===== config.mk =====
export PLATFORM = sky130hd
export DESIGN_NAME = ip_tile_host_sequencer
export DESIGN_NICKNAME = d
export VERILOG_FILES = /design/src/rtl/ip_tile_host_pkg.sv /design/src/rtl/ip_tile_host_timer.sv /design/src/rtl/ip_tile_host_sequencer.sv
export SDC_FILE = /design/constraint.sdc
export NUM_CORES = 1
export LEC_CHECK = 0
export CAP_MARGIN = 20
export CORE_UTILIZATION = 35
export CTS_CLUSTER_SIZE = 16
export DETAILED_ROUTE_END_ITERATION = 10
export PLACE_DENSITY = 0.79
export SETUP_SLACK_MARGIN = 0.3
export SKIP_LAST_GASP = 1
export SYNTH_ARGS = -nofsm -noshare
export SYNTH_HDL_FRONTEND = slang
export SYNTH_SLANG_ARGS = --single-unit
export TNS_END_PERCENT = 100

===== constraint.sdc =====
create_clock -name clk -period 3.1 [get_ports clk]
set_input_delay 0.62 -clock clk [delete_from_list [all_inputs] [get_ports clk]]
set_output_delay 0.62 -clock clk [all_outputs]
set_load 0.05 [all_outputs]

===== src/rtl/ip_tile_host_pkg.sv =====
// Shared types and constants for the ip_tile host sequencer.
// The response bundle widths follow the default tile register sizes.
package ip_tile_host_pkg;

    localparam int STATUS_W = 16;
    localparam int DATA_W   = 32;
    localparam int CNT_W    = 16;
    localparam int GO_BIT   = 15;
    localparam int DONE_BIT = 15;

    typedef enum logic [2:0] {
        IDLE,
        SETUP,
        ISSUE,
        WAIT,
        RESP
    } state_t;

    typedef struct packed {
        logic [STATUS_W-1:0] status;
        logic [DATA_W-1:0]   data;
        logic                timeout;
    } rsp_t;

endpackage


===== src/rtl/ip_tile_host_timer.sv =====
// Loadable saturating down-counter shared by the setup and timeout counts.
// Terminal count is high whenever the count has reached zero.
module ip_tile_host_timer #(
    parameter int W = 16
) (
    input  logic         clk,
    input  logic         rst_n,
    input  logic         load,
    input  logic         en,
    input  logic [W-1:0] load_value,
    output logic         tc
);

    logic [W-1:0] count;

    // Reload on request, otherwise count down and stick at zero
    always_ff @(posedge clk) begin
        if (!rst_n) begin
            count <= '0;
        end else if (load) begin
            count <= load_value;
        end else if (en && count != '0) begin
            count <= count - W'(1);
        end
    end

    assign tc = (count == '0);

endmodule


===== src/rtl/ip_tile_host_sequencer.sv =====
// Host-side initiator: loads operands into a tile, pulses GO and
// collects the status/result or a timeout into a held response.
module ip_tile_host_sequencer
    import ip_tile_host_pkg::*;
#(
    parameter int CSR_IN_WIDTH   = 16,
    parameter int CSR_OUT_WIDTH  = STATUS_W,
    parameter int REG_WIDTH      = DATA_W,
    parameter int SETUP_CYCLES   = 1,
    parameter int TIMEOUT_CYCLES = 1024
) (
    input  logic                     clk,
    input  logic                     arst_n,
    input  logic                     cmd_valid,
    output logic                     cmd_ready,
    input  logic [CSR_IN_WIDTH-2:0]  cmd_ctrl,
    input  logic [REG_WIDTH-1:0]     cmd_a,
    input  logic [REG_WIDTH-1:0]     cmd_b,
    output logic                     rsp_valid,
    input  logic                     rsp_ready,
    output logic [CSR_OUT_WIDTH-1:0] rsp_status,
    output logic [REG_WIDTH-1:0]     rsp_data,
    output logic                     rsp_timeout,
    output logic [CSR_IN_WIDTH-1:0]  csr_in,
    input  logic                     csr_in_re,
    output logic [REG_WIDTH-1:0]     data_reg_a,
    output logic [REG_WIDTH-1:0]     data_reg_b,
    input  logic [CSR_OUT_WIDTH-1:0] csr_out,
    input  logic                     csr_out_we,
    input  logic [REG_WIDTH-1:0]     data_reg_c,
    output logic                     busy,
    output logic                     spurious_we
);

    localparam logic [CNT_W-1:0] SETUP_LOAD   = CNT_W'(SETUP_CYCLES - 1);
    localparam logic [CNT_W-1:0] TIMEOUT_LOAD = CNT_W'(TIMEOUT_CYCLES - 1);

    state_t                  state;
    state_t                  state_nxt;
    logic [CSR_IN_WIDTH-1:0] csr_in_q;
    logic [REG_WIDTH-1:0]    reg_a_q;
    logic [REG_WIDTH-1:0]    reg_b_q;
    rsp_t                    rsp_q;
    logic                    spurious_q;
    logic                    tc;
    logic                    active;
    logic                    done_evt;
    logic                    finish_ok;
    logic                    time_out;
    logic                    accept;
    logic                    go_now;

    assign active    = (state == ISSUE) || (state == WAIT);
    assign done_evt  = csr_out_we && csr_out[DONE_BIT];
    assign finish_ok = ((state == ISSUE) && csr_in_re && done_evt) ||
                       ((state == WAIT) && done_evt);
    assign time_out  = active && tc && !finish_ok;
    assign accept    = (state == IDLE) && cmd_valid;
    assign go_now    = (state == SETUP) && tc;

    ip_tile_host_timer #(.W(CNT_W)) u_timer (
        .clk        (clk),
        .rst_n      (arst_n),
        .load       (accept || go_now),
        .en         ((state == SETUP) || active),
        .load_value ((state == IDLE) ? SETUP_LOAD : TIMEOUT_LOAD),
        .tc         (tc)
    );

    // State register
    always_ff @(posedge clk) begin
        if (!arst_n) begin
            state <= IDLE;
        end else begin
            state <= state_nxt;
        end
    end

    // Next-state decode; a DONE beats a timeout in the same cycle
    always_comb begin
        state_nxt = state;
        unique case (state)
            IDLE:  if (cmd_valid) state_nxt = SETUP;
            SETUP: if (tc) state_nxt = ISSUE;
            ISSUE: begin
                if (finish_ok || time_out) state_nxt = RESP;
                else if (csr_in_re)        state_nxt = WAIT;
            end
            WAIT:  if (finish_ok || time_out) state_nxt = RESP;
            RESP:  if (rsp_ready) state_nxt = IDLE;
            default: state_nxt = IDLE;
        endcase
    end

    // Operand, CSR and response capture
    always_ff @(posedge clk) begin
        if (!arst_n) begin
            csr_in_q   <= '0;
            reg_a_q    <= '0;
            reg_b_q    <= '0;
            rsp_q      <= '0;
            spurious_q <= 1'b0;
        end else begin
            if (accept) begin
                csr_in_q <= {1'b0, cmd_ctrl};
                reg_a_q  <= cmd_a;
                reg_b_q  <= cmd_b;
            end
            if (go_now) csr_in_q[GO_BIT] <= 1'b1;
            if ((state == ISSUE) && (csr_in_re || tc)) csr_in_q[GO_BIT] <= 1'b0;
            if (active && csr_out_we) rsp_q.status <= csr_out;
            if (finish_ok) rsp_q.data <= data_reg_c;
            if (time_out) begin
                rsp_q.data    <= '0;
                rsp_q.timeout <= 1'b1;
            end
            if ((state == RESP) && rsp_ready) begin
                csr_in_q      <= '0;
                reg_a_q       <= '0;
                reg_b_q       <= '0;
                rsp_q.timeout <= 1'b0;
            end
            if (csr_out_we && !active) spurious_q <= 1'b1;
        end
    end

    // Outputs decoded from registered state and datapath
    always_comb begin
        cmd_ready   = (state == IDLE);
        busy        = (state != IDLE);
        rsp_valid   = (state == RESP);
        rsp_status  = rsp_q.status;
        rsp_data    = rsp_q.data;
        rsp_timeout = rsp_q.timeout;
        csr_in      = csr_in_q;
        data_reg_a  = reg_a_q;
        data_reg_b  = reg_b_q;
        spurious_we = spurious_q;
    end

endmodule


==> summary.txt, run 1 <==
Synthesis
  – Post-synth EDFFs: 0
  – Async SR Flop Fraction: 0
  – Mean Syn Cell Area: 7.98 um^2
  – Synthesized instance count: 698
  – Most instantiated flip-flop cell in the synthesis netlist: sky130_fd_sc_hd__dfxtp_1
  – Synthesized area: 5570 um^2
  – Post-synthesis sequential element count: 149
  – Nets in the synthesized netlist: 832
  – Count of distinct cell types in the synthesized netlist: 49
  – Post-synthesis sequential area ratio: 0.535
  – Yosys warning count: 0

Clock tree
  – Root buffer cell: sky130_fd_sc_hd__clkbuf_16
  – Insertion delay of the later-clocked pin in the worst-skew pair: 0.41 ns
  – Clock sink count: 149
  – TritonCTS buffer count: 17
  – Setup Buffers After CTS: 0
  – Post-cts sizing count: 0
  – Hold-fix buffers, CTS: 0
  – CTS tree: built
  – H-tree levels: 4
  – Max Root-Sink Buffers: 2
  – Register clock-pin slew on the reported worst setup and hold paths: 0.06 ns

Worst hold path
  – Hold/Removal Path Class: reg -> reg

Floorplan
  – DIE WIDTH: 128 um
  – Die area: 16,400 um^2
  – Ports placed on the boundary: 266
  – Area of the core: 15,400 um^2
  – Overall die height: 128 um
  – Initial Util: 0.362
  – Placement row count: 45

STA
  – Transition time at the pin with the least slew margin: 0.849 ns
  – Count of endpoints failing hold in the final timing report: 0
  – Time the final worst path needs with I/O delays and setup: 2.62 ns
  – Count of final setup violators: 0
  – Max Clock Skew: 0.00547 ns
  – Final TNS setup: 0 ns
  – Max-slew headroom at the worst pin: 0.434
  – Number of max-slew violations in the final report: 0
  – Portion of the clock cycle consumed by the worst path in the final layout: 0.846
  – Top achievable clock speed: 0.381 GHz
  – Unrepaired setup endpoints after global routing: no

Global route
  – Global-route wire length before repair: 25.4 mm
  – Number of antenna violations at the first check in global routing: 0
  – Number of global-route vias before repair: 5,184
  – Total overflow reported by the global router: 0
  – Maximum number of pins on one net before global-route repair: 82
  – Gr usage total: 0.197

Placed design
  – Port bufs: 265
  – Area of placed instances: 8430 um^2
  – Final HPWL DP: 11.4 mm
  – Global placement routability congestion: 0.810

Routing
  – Total via count in the routed design: 5,591
  – Routed wire per std cell: 13.8 um
  – Detailed-routing iteration count for the pre-antenna-repair pass: 4
  – Number of design-rule violations left by the first detailed-router iteration: 272
  – Number of remaining DRC errors: 0
  – Total wire length after detailed routing: 16.2 mm
  – Routed via count divided by cell count: 4.77
  – Remaining antenna violation count: 0

Status
  – Outcome: finished, final reports clean

Critical path
  – Data arrival time at the worst-slack endpoint: 2.00 ns
  – Required time at the endpoint of the critical path: 2.48 ns
  – Crit-path cells: nor2_1 > nand2_1 > inv_1 > clkdlybuf4s50_1
  – Critical path start-end classification: reg -> out
  – Critical path's slowest cell: sky130_fd_sc_hd__clkdlybuf4s50_1
  – Maximum fanout along the worst path: 13
  – Startpoint type of the worst setup path: register
  – Delay of the slowest critical-path stage: 0.79 ns
  – Bufs and invs on worst path: 2
  – Largest delay contributor family on the critical path: buffers and inverters
  – Type of element capturing the critical path: primary output

Pwr
  – VDD IR max: 0.496 mV
  – Cell leakage power: 3.24 nW
  – Pwr Total: 7.72 mW
  – Power density over the cells: 855 nW/um^2

Finish
  – Fin nets: 1,081
  – Fraction of layout cells with a size suffix above 1: 0.0594
  – Top library cells by usage in the layout, fill and taps aside: sky130_fd_sc_hd__nand2_1 (269), sky130_fd_sc_hd__clkdlybuf4s50_1 (264), sky130_fd_sc_hd__dfxtp_1 (149)
  – Number of antenna diodes: 0
  – Area overhead of the layout relative to synthesis: 62.2%
  – Most common cell after layout, fill and taps aside: sky130_fd_sc_hd__nand2_1
  – Summed area of non-filler cells in the final layout: 9030 um^2

Run
  – Max Cap Viol: 0
[flip-flops by register name, indices dropped and copies added, names as in the netlist]
| signal | cells |
|---|---|
| rsp_data | 32 |
| spurious_we | 1 |
| rsp_timeout | 1 |
| csr_in | 16 |
| data_reg_b | 32 |
| state | 3 |
| u_timer.count | 16 |
| data_reg_a | 32 |
| rsp_status | 16 |
[stage by stage]
step | cells | hold slack, ns | setup slack, ns | utilization
finish | 1171 | 0.452 | 0.479 | 0.588
global route | 1171 | 0.467 | 0.353 | 0.588
CTS | 1171 | 0.454 | 0.350 | 0.588
detailed placement | 1139 | 0.446 | 0.520 | 0.548
global placement | 1139 | 0.441 | 0.529 | 0.548
floorplan | 698 | 0.440 | 0.772 | -
[logic make-up (layout without fill, tap and decap cells)]
logic type	after synthesis	count (layout)	synth area share
compound gates	168	168	0.177
xor+xnor	2	2	0.00314
fa+ha+maj	1	1	0.00225
buf+inv	53	315	0.0373
flops	149	149	0.535
simple gates	325	325	0.245
[final timing paths]
kind	startpoint	to	slack, ns	cells after the start
worst max-delay path	state[1]$_SDFFE_PN0P_	rsp_valid	0.48	4
worst min-delay path	data_reg_b[14]$_SDFFE_PP0P_	data_reg_b[14]$_SDFFE_PP0P_	0.45	2
worst max register to register	u_timer.count[0]$_SDFFE_PN0P_	rsp_data[4]$_SDFFE_PP0P_	0.64	8
worst min register to register	data_reg_b[14]$_SDFFE_PP0P_	data_reg_b[14]$_SDFFE_PP0P_	0.45	2
[final cells by class]
cell class	instances	area, um^2
clock buffers	17	425
clock inverters	15	181
fillers	1411	6340
inverters	6	22.5
multi-input cells	496	2390
flip-flops and latches	149	2980
well taps	211	264
repair buffers	277	2770
[tightest hold or removal path: stages, from the launching register on]
cell                      delay [ns]
sky130_fd_sc_hd__dfxtp_1        0.31
sky130_fd_sc_hd__nand2_1        0.05
sky130_fd_sc_hd__a21oi_1        0.05
[report_power, final]
group,switching (mW),internal (mW)
logic,2.05,1.10
clock network,0.822,1.27
registers,0.240,2.24
total,3.11,4.61
[per-layer routing]
metal / vias up / track usage / wire [um]
met5: - / 0 / 0
li1: 2813 / - / -
met1: 2561 / 0.217 / 6330
met2: 186 / 0.337 / 8100
met3: 31 / 0.0839 / 1400
met4: 0 / 0.0747 / 337
[cell usage after synthesis (5+ instances only)]
library cell / instances / area (um^2)
sky130_fd_sc_hd__clkbuf_1: 40 / 150
sky130_fd_sc_hd__buf_2: 7 / 35.0
sky130_fd_sc_hd__a311oi_1: 5 / 43.8
sky130_fd_sc_hd__inv_1: 5 / 18.8
sky130_fd_sc_hd__a21boi_0: 16 / 120
sky130_fd_sc_hd__dfxtp_1: 149 / 2980
sky130_fd_sc_hd__nand2_1: 270 / 1010
sky130_fd_sc_hd__a21oi_1: 120 / 601
sky130_fd_sc_hd__nor3_1: 6 / 30.0
sky130_fd_sc_hd__o211ai_1: 5 / 37.5
sky130_fd_sc_hd__nor2_1: 16 / 60.1
(Power assumes the default switching activity.)
==> run 2: changes to the inputs <==
==> constraint.sdc (replaced) <==
create_clock -name clk -period 2.7 [get_ports clk]
set_input_delay 0.54 -clock clk [delete_from_list [all_inputs] [get_ports clk]]
set_output_delay 0.54 -clock clk [all_outputs]
set_load 0.05 [all_outputs]
==> run 2 against run 1 <==
  * Final area up 1.4%
  * Clock power is 15% higher
  * Wire length rose by 2.2%
  * Highest routed layer unchanged
==> summary.txt, run 2 (same netlist as run 1, synthesis figures left out) <==
STA
  – Count of endpoints failing hold in the final timing report: 0 (unchanged)
  – Max Clock Skew: 0.00649 ns (+0.00102 ns)
  – Count of final setup violators: 0 (unchanged)
  – Top achievable clock speed: 0.435 GHz
  – Portion of the clock cycle consumed by the worst path in the final layout: 0.852
  – Worst hold slack: 0.448 ns (-0.00372 ns)
  – Unrepaired setup endpoints after global routing: no
  – Time the final worst path needs with I/O delays and setup: 2.30 ns
  – Final TNS setup: 0 ns (unchanged)
  – Transition time at the pin with the least slew margin: 0.878 ns (+0.0286 ns)
  – Number of max-slew violations in the final report: 0 (unchanged)
  – Max-slew headroom at the worst pin: 0.415 (-0.0190)

Floorplan
  – Placement row count: 45 (unchanged)
  – DIE WIDTH: 128 um (unchanged)
  – Ports placed on the boundary: 266 (unchanged)
  – Overall die height: 128 um (unchanged)
  – Initial Util: 0.362 (unchanged)
  – Area of the core: 15,400 um^2 (unchanged)
  – Die area: 16,400 um^2 (unchanged)

Pwr
  – Relative contribution of sequential cells to total power: 0.316 (-0.005)
  – Pint: 5.42 mW (+18%)
  – Power density over the cells: 984 nW/um^2 (+15%)
  – Switching power as a share of total power: 0.399 (-0.00434)
  – Cell leakage power: 3.32 nW (+2.5%)
  – Combinational share of power: 0.417 (+0.009)
  – Switching power total: 3.60 mW (+16%)
  – VDD IR max: 0.671 mV (+35%)
  – Clock network fraction of total power: 0.267 (-0.004)

Routing
  – Routed wire per std cell: 14.0 um (+1.3%)
  – Remaining antenna violation count: 0 (unchanged)
  – Total wire length after detailed routing: 16.5 mm (+2.2%)
  – Detailed-routing iteration count for the pre-antenna-repair pass: 4 (unchanged)
  – Number of design-rule violations left by the first detailed-router iteration: 217 (-20%)
  – Number of remaining DRC errors: 0 (unchanged)
  – Routed via count divided by cell count: 4.79 (+0.36%)
  – Total via count in the routed design: 5,659 (+1.2%)

Placed design
  – Global placement routability congestion: 0.830 (+2.4%)
  – Port bufs: 265 (unchanged)
  – Final HPWL DP: 11.4 mm (-0.54%)
  – Placed instance count: 1,143 (+0.35%)

Run
  – Max Cap Viol: 0 (unchanged)

Clock tree
  – Hold-fix buffers, CTS: 0 (unchanged)
  – H-tree levels: 4 (unchanged)
  – TritonCTS buffer count: 17 (unchanged)
  – Max Root-Sink Buffers: 2 (unchanged)
  – CTS tree: built
  – Root buffer cell: sky130_fd_sc_hd__clkbuf_16
  – Clock sink count: 149 (unchanged)
  – Register clock-pin slew on the reported worst setup and hold paths: 0.06 ns (about the same)
  – Insertion delay of the later-clocked pin in the worst-skew pair: 0.41 ns (about the same)

Global route
  – Global-route wire length before repair: 25.6 mm (+0.98%)
  – Number of antenna violations at the first check in global routing: 0 (unchanged)
  – Maximum number of pins on one net before global-route repair: 82 (unchanged)
  – Total overflow reported by the global router: 0 (unchanged)
  – Number of global-route vias before repair: 5,183 (-0.019%)
  – Gr usage total: 0.199 (+0.00133)

Worst hold path
  – Hold/Removal Path Class: reg -> reg

Critical path
  – Required time at the endpoint of the critical path: 2.16 ns (-0.32 ns)
  – Startpoint type of the worst setup path: register
  – Maximum fanout along the worst path: 10 (-3)
  – Critical path start-end classification: reg -> out
  – Type of element capturing the critical path: primary output
  – Data arrival time at the worst-slack endpoint: 1.76 ns (-0.24 ns)

Finish
  – Area overhead of the layout relative to synthesis: 64.5%
  – Non-Filler Instances: 1,181 (+0.85%)
  – Number of antenna diodes: 0 (unchanged)
  – Fraction of layout cells with a size suffix above 1: 0.0670 (+0.00764)
  – Most common cell after layout, fill and taps aside: sky130_fd_sc_hd__nand2_1
  – Fin nets: 1,091 (+0.93%)
  – Filler cells: 1,396 (-1.1%)
  – Top library cells by usage in the layout, fill and taps aside: sky130_fd_sc_hd__nand2_1 (269), sky130_fd_sc_hd__clkdlybuf4s50_1 (262), sky130_fd_sc_hd__dfxtp_1 (149)

Status
  – Outcome: finished, final reports clean
run 2: worst paths after layout:
kind | cells after the start | start | to | slack (ns)
min | 2 | rsp_data[26]$_SDFFE_PP0P_ | rsp_data[26]$_SDFFE_PP0P_ | 0.45
min reg2reg | 2 | rsp_data[26]$_SDFFE_PP0P_ | rsp_data[26]$_SDFFE_PP0P_ | 0.45
max reg2reg | 9 | u_timer.count[0]$_SDFFE_PN0P_ | rsp_data[8]$_SDFFE_PP0P_ | 0.49
max | 3 | state[0]$_SDFFE_PN0P_ | cmd_ready | 0.40
run 2: cell type report:
cell class                 count  area, um^2  area share
clock inverter                11         149      0.0163
sequential                   149        2980       0.326
tap                          211         264      0.0288
inverter                       6        22.5     0.00246
multi-input combinational    496        2390       0.261
clock buffer                  21         450      0.0492
timing repair buffer         287        2900       0.316
run 2: stage by stage:
| stage | utilization | setup WS [ns] | instance area, um^2 | total power [mW] |
|---|---|---|---|---|
| global placement | 0.553 | 0.219 | 8490 | 6.52 |
| finish | 0.596 | 0.400 | 9160 | 9.02 |
| floorplan | - | 0.372 | 5570 | 5.32 |
| global route | 0.596 | 0.308 | 9160 | 9.54 |
| detailed placement | 0.553 | 0.174 | 8490 | 6.56 |
| CTS | 0.591 | 0.309 | 9090 | 8.99 |
run 2: power groups by stage:
stage / registers [mW] / clock network [mW] / logic [mW]
after detailed placement: 2.89 / 0 / 3.67
after CTS: 2.85 / 2.48 / 3.67
after floorplan: 3.73 / 0 / 1.59
after global routing: 2.90 / 2.58 / 4.05
final: 2.85 / 2.41 / 3.76
after global placement: 2.87 / 0 / 3.65
run 2: worst max-delay path: stages (launching register included):
cell and delay [ns]:
sky130_fd_sc_hd__dfxtp_1 0.40, sky130_fd_sc_hd__or3_1 0.41, sky130_fd_sc_hd__inv_2 0.06, sky130_fd_sc_hd__clkdlybuf4s15_1 0.48
run 2: repair_timing:
| item | CTS | global route |
|---|---|---|
| resized for setup | 3 | 3 |
| pin swaps | 0 | 3 |
| setup endpoints to repair | 3 | 46 |
| buffers inserted | 0 | 4 |
| gates cloned | 0 | 2 |
run 2: metal layers:
layer | global-route usage | up-vias | routed length, um
met5 | 0 | - | 0
met4 | 0.0692 | 0 | 229
met3 | 0.0801 | 17 | 1340
met2 | 0.323 | 204 | 8020
met1 | 0.237 | 2611 | 6920
li1 | - | 2827 | -
==> run 3: changes to the inputs <==
--- a/config.mk
+++ b/config.mk
@@ -9,7 +9,9 @@
 export CORE_UTILIZATION = 35
 export CTS_CLUSTER_SIZE = 16
 export DETAILED_ROUTE_END_ITERATION = 10
+export GPL_TIMING_DRIVEN = 0
 export PLACE_DENSITY = 0.79
+export RECOVER_POWER = 25
 export SETUP_SLACK_MARGIN = 0.3
 export SKIP_LAST_GASP = 1
 export SYNTH_ARGS = -nofsm -noshare
==> run 3 against run 2 <==
  * Cell count rose by 2.5%
  * Non-clock buffer count grew 30
  * Largest cell class unchanged
  * Setup slack better by 0.026 ns
  * Critical path type is now reg -> reg
  * Global-route usage up 1.2 points
  * Die area is the same
  * Clock skew grew 0.0037 ns
  * Via count is 1.6% higher
==> summary.txt, run 3 (same netlist as run 1, synthesis figures left out) <==
Floorplan
  – Ports placed on the boundary: 266 (unchanged)
  – DIE WIDTH: 128 um (unchanged)
  – Overall die height: 128 um (unchanged)
  – Placement row count: 45 (unchanged)
  – Area of the core: 15,400 um^2 (unchanged)
  – Die area: 16,400 um^2 (unchanged)
  – Initial Util: 0.362 (unchanged)

Routing
  – Routed via count divided by cell count: 4.75 (-0.87%)
  – Routed wire per std cell: 14.3 um (+2.5%)
  – Total wire length after detailed routing: 17.4 mm (+5.1%)
  – Number of remaining DRC errors: 0 (unchanged)
  – Remaining antenna violation count: 0 (unchanged)
  – Detailed-routing iteration count for the pre-antenna-repair pass: 5 (+1)
  – Total via count in the routed design: 5,752 (+1.6%)
  – Number of design-rule violations left by the first detailed-router iteration: 223 (+2.8%)

Placed design
  – Placed instance count: 1,174 (+2.7%)
  – Final HPWL DP: 12.4 mm (+9.2%)
  – Global placement routability congestion: 0.794 (-4.3%)
  – Port bufs: 265 (unchanged)
  – Area of placed instances: 8490 um^2 (about the same)
  – Place WS: -0.203 ns (-0.377 ns)

STA
  – Unrepaired setup endpoints after global routing: yes
  – Top achievable clock speed: 0.440 GHz (+1.2%)
  – Worst hold slack: 0.445 ns (-0.00313 ns)
  – Max-slew headroom at the worst pin: 0.560 (+0.145)
  – Time the final worst path needs with I/O delays and setup: 2.27 ns (-0.0264 ns)
  – Transition time at the pin with the least slew margin: 0.658 ns (-0.220 ns)
  – Count of final setup violators: 0 (unchanged)
  – Portion of the clock cycle consumed by the worst path in the final layout: 0.842 (-0.00978)
  – Max Clock Skew: 0.0102 ns (+0.00372 ns)
  – Number of max-slew violations in the final report: 0 (unchanged)
  – Post-route setup slack: 0.426 ns (+0.0264 ns)
  – Count of endpoints failing hold in the final timing report: 0 (unchanged)
  – Final TNS setup: 0 ns (unchanged)

Status
  – Outcome: finished, final reports clean

Clock tree
  – H-tree levels: 4 (unchanged)
  – TritonCTS buffer count: 17 (unchanged)
  – Max Root-Sink Buffers: 2 (unchanged)
  – Root buffer cell: sky130_fd_sc_hd__clkbuf_16
  – CTS tree: built
  – Register clock-pin slew on the reported worst setup and hold paths: 0.06 ns (about the same)
  – Clock sink count: 149 (unchanged)
  – Hold-fix buffers, CTS: 0 (unchanged)
  – Insertion delay of the later-clocked pin in the worst-skew pair: 0.41 ns (about the same)

Worst hold path
  – Hold/Removal Path Class: reg -> reg
  – Hold Path Depth: 2 (unchanged)
  – Hold path start: rsp_data[26]$_SDFFE_PP0P_
  – Hold-critical path endpoint: rsp_data[26]$_SDFFE_PP0P_

Pwr
  – Pwr Total: 8.93 mW (-1.0%)
  – VDD IR max: 0.643 mV (-4.2%)
  – Cell leakage power: 3.45 nW (+4.0%)
  – Power density over the cells: 977 nW/um^2 (-0.72%)

Critical path
  – Type of element capturing the critical path: register
  – Bufs and invs on worst path: 3 (+1)
  – Startpoint type of the worst setup path: register
  – Maximum fanout along the worst path: 6 (-4)
  – Delay of the slowest critical-path stage: 0.42 ns (-0.06 ns)
  – Largest delay contributor family on the critical path: simple AND/OR/NAND/NOR gates
  – Setup slack of the worst register-to-register path: 0.43 ns (-0.06 ns)
  – Required time at the endpoint of the critical path: 3.00 ns (+0.84 ns)
  – Critical path's slowest cell: sky130_fd_sc_hd__or3b_4
  – Destination of the worst register-to-register timing path: rsp_data[21]$_SDFFE_PP0P_
  – Startpoint of the lowest-slack register-to-register path: u_timer.count[0]$_SDFFE_PN0P_
  – Worst-case reg-to-reg path depth: 9 (unchanged)
  – Crit-path cells: inv_1 > ha_1 > or3b_4 > nor4_4 > nand2_2 > o31ai_4 > buf_6 > buf_2 > a21oi_1
  – Critical path start-end classification: reg -> reg
  – Data arrival time at the worst-slack endpoint: 2.58 ns (+0.82 ns)

Global route
  – Total overflow reported by the global router: 0 (unchanged)
  – Gr usage total: 0.210 (+0.0117)
  – Global-route wire length before repair: 27.1 mm (+5.6%)
  – Maximum number of pins on one net before global-route repair: 17 (-79%)
  – Number of global-route vias before repair: 5,554 (+7.2%)
  – Number of antenna violations at the first check in global routing: 0 (unchanged)

Finish
  – Non-Filler Instances: 1,211 (+2.5%)
  – Summed area of non-filler cells in the final layout: 9130 um^2 (-0.31%)
  – Fin nets: 1,121 (+2.7%)
  – Post-layout util: 0.594 (-0.00187)
  – Fraction of layout cells with a size suffix above 1: 0.0630 (-0.00401)
  – Number of antenna diodes: 0 (unchanged)
  – Area overhead of the layout relative to synthesis: 63.9%
  – Most common cell after layout, fill and taps aside: sky130_fd_sc_hd__nand2_1
  – Top library cells by usage in the layout, fill and taps aside: sky130_fd_sc_hd__nand2_1 (270), sky130_fd_sc_hd__clkdlybuf4s50_1 (210), sky130_fd_sc_hd__dfxtp_1 (149)

Run
  – Max Cap Viol: 0 (unchanged)
-- run 3: metal layers --
| layer | global-route usage | routed length [um] | vias to the layer above | share of wire |
|---|---|---|---|---|
| met1 | 0.245 | 7220 | 2635 | 0.42 |
| li1 | - | - | 2899 | - |
| met3 | 0.0772 | 1260 | 32 | 0.073 |
| met4 | 0.0768 | 378 | 0 | 0.022 |
| met2 | 0.354 | 8500 | 186 | 0.49 |
| met5 | 0 | 0 | - | 0 |
-- run 3: final cells by class --
type                       count  area [um^2]
tap                          211          264
fill                        1400         6240
inverter                       6         22.5
multi-input combinational    496         2380
clock buffer                  19          443
buffer                        47          213
sequential                   149         2980
timing repair buffer         270         2680
clock inverter                13          149
-- run 3: tightest hold or removal path: stages (launching register included) --
cell and delay (ns):
sky130_fd_sc_hd__dfxtp_1 0.30, sky130_fd_sc_hd__nand2_1 0.05, sky130_fd_sc_hd__a21oi_1 0.05
-- run 3: what timing repair did --
item,in CTS,in global routing
pin swaps,1,2
buffers inserted,0,4
gates cloned,0,1
endpoints found under the hold margin,0,0
gates resized for setup,11,16
setup endpoints to repair,45,54
-- run 3: how the worst max path moves through the flow --
| stage | startpoint | end | slack [ns] | depth (start not counted) |
|---|---|---|---|---|
| after floorplan | state[2]$_SDFFE_PN0P_ | data_reg_b[14]$_SDFFE_PP0P_ | 0.37 | 9 |
| after global placement | csr_out_we | rsp_data[30]$_SDFFE_PP0P_ | -0.19 | 8 |
| after detailed placement | csr_out_we | rsp_data[21]$_SDFFE_PP0P_ | -0.20 | 8 |
| after CTS | state[2]$_SDFFE_PN0P_ | cmd_ready | 0.20 | 4 |
| after global routing | csr_out_we | rsp_data[2]$_SDFFE_PP0P_ | 0.26 | 7 |
| final | u_timer.count[0]$_SDFFE_PN0P_ | rsp_data[21]$_SDFFE_PP0P_ | 0.43 | 9 |
-- run 3: power by group --
group	switching [mW]	total (mW)	internal, mW
clock network	0.978	2.38	1.40
logic	2.46	3.74	1.28
registers	0.242	2.81	2.57
total	3.68	8.93	5.25
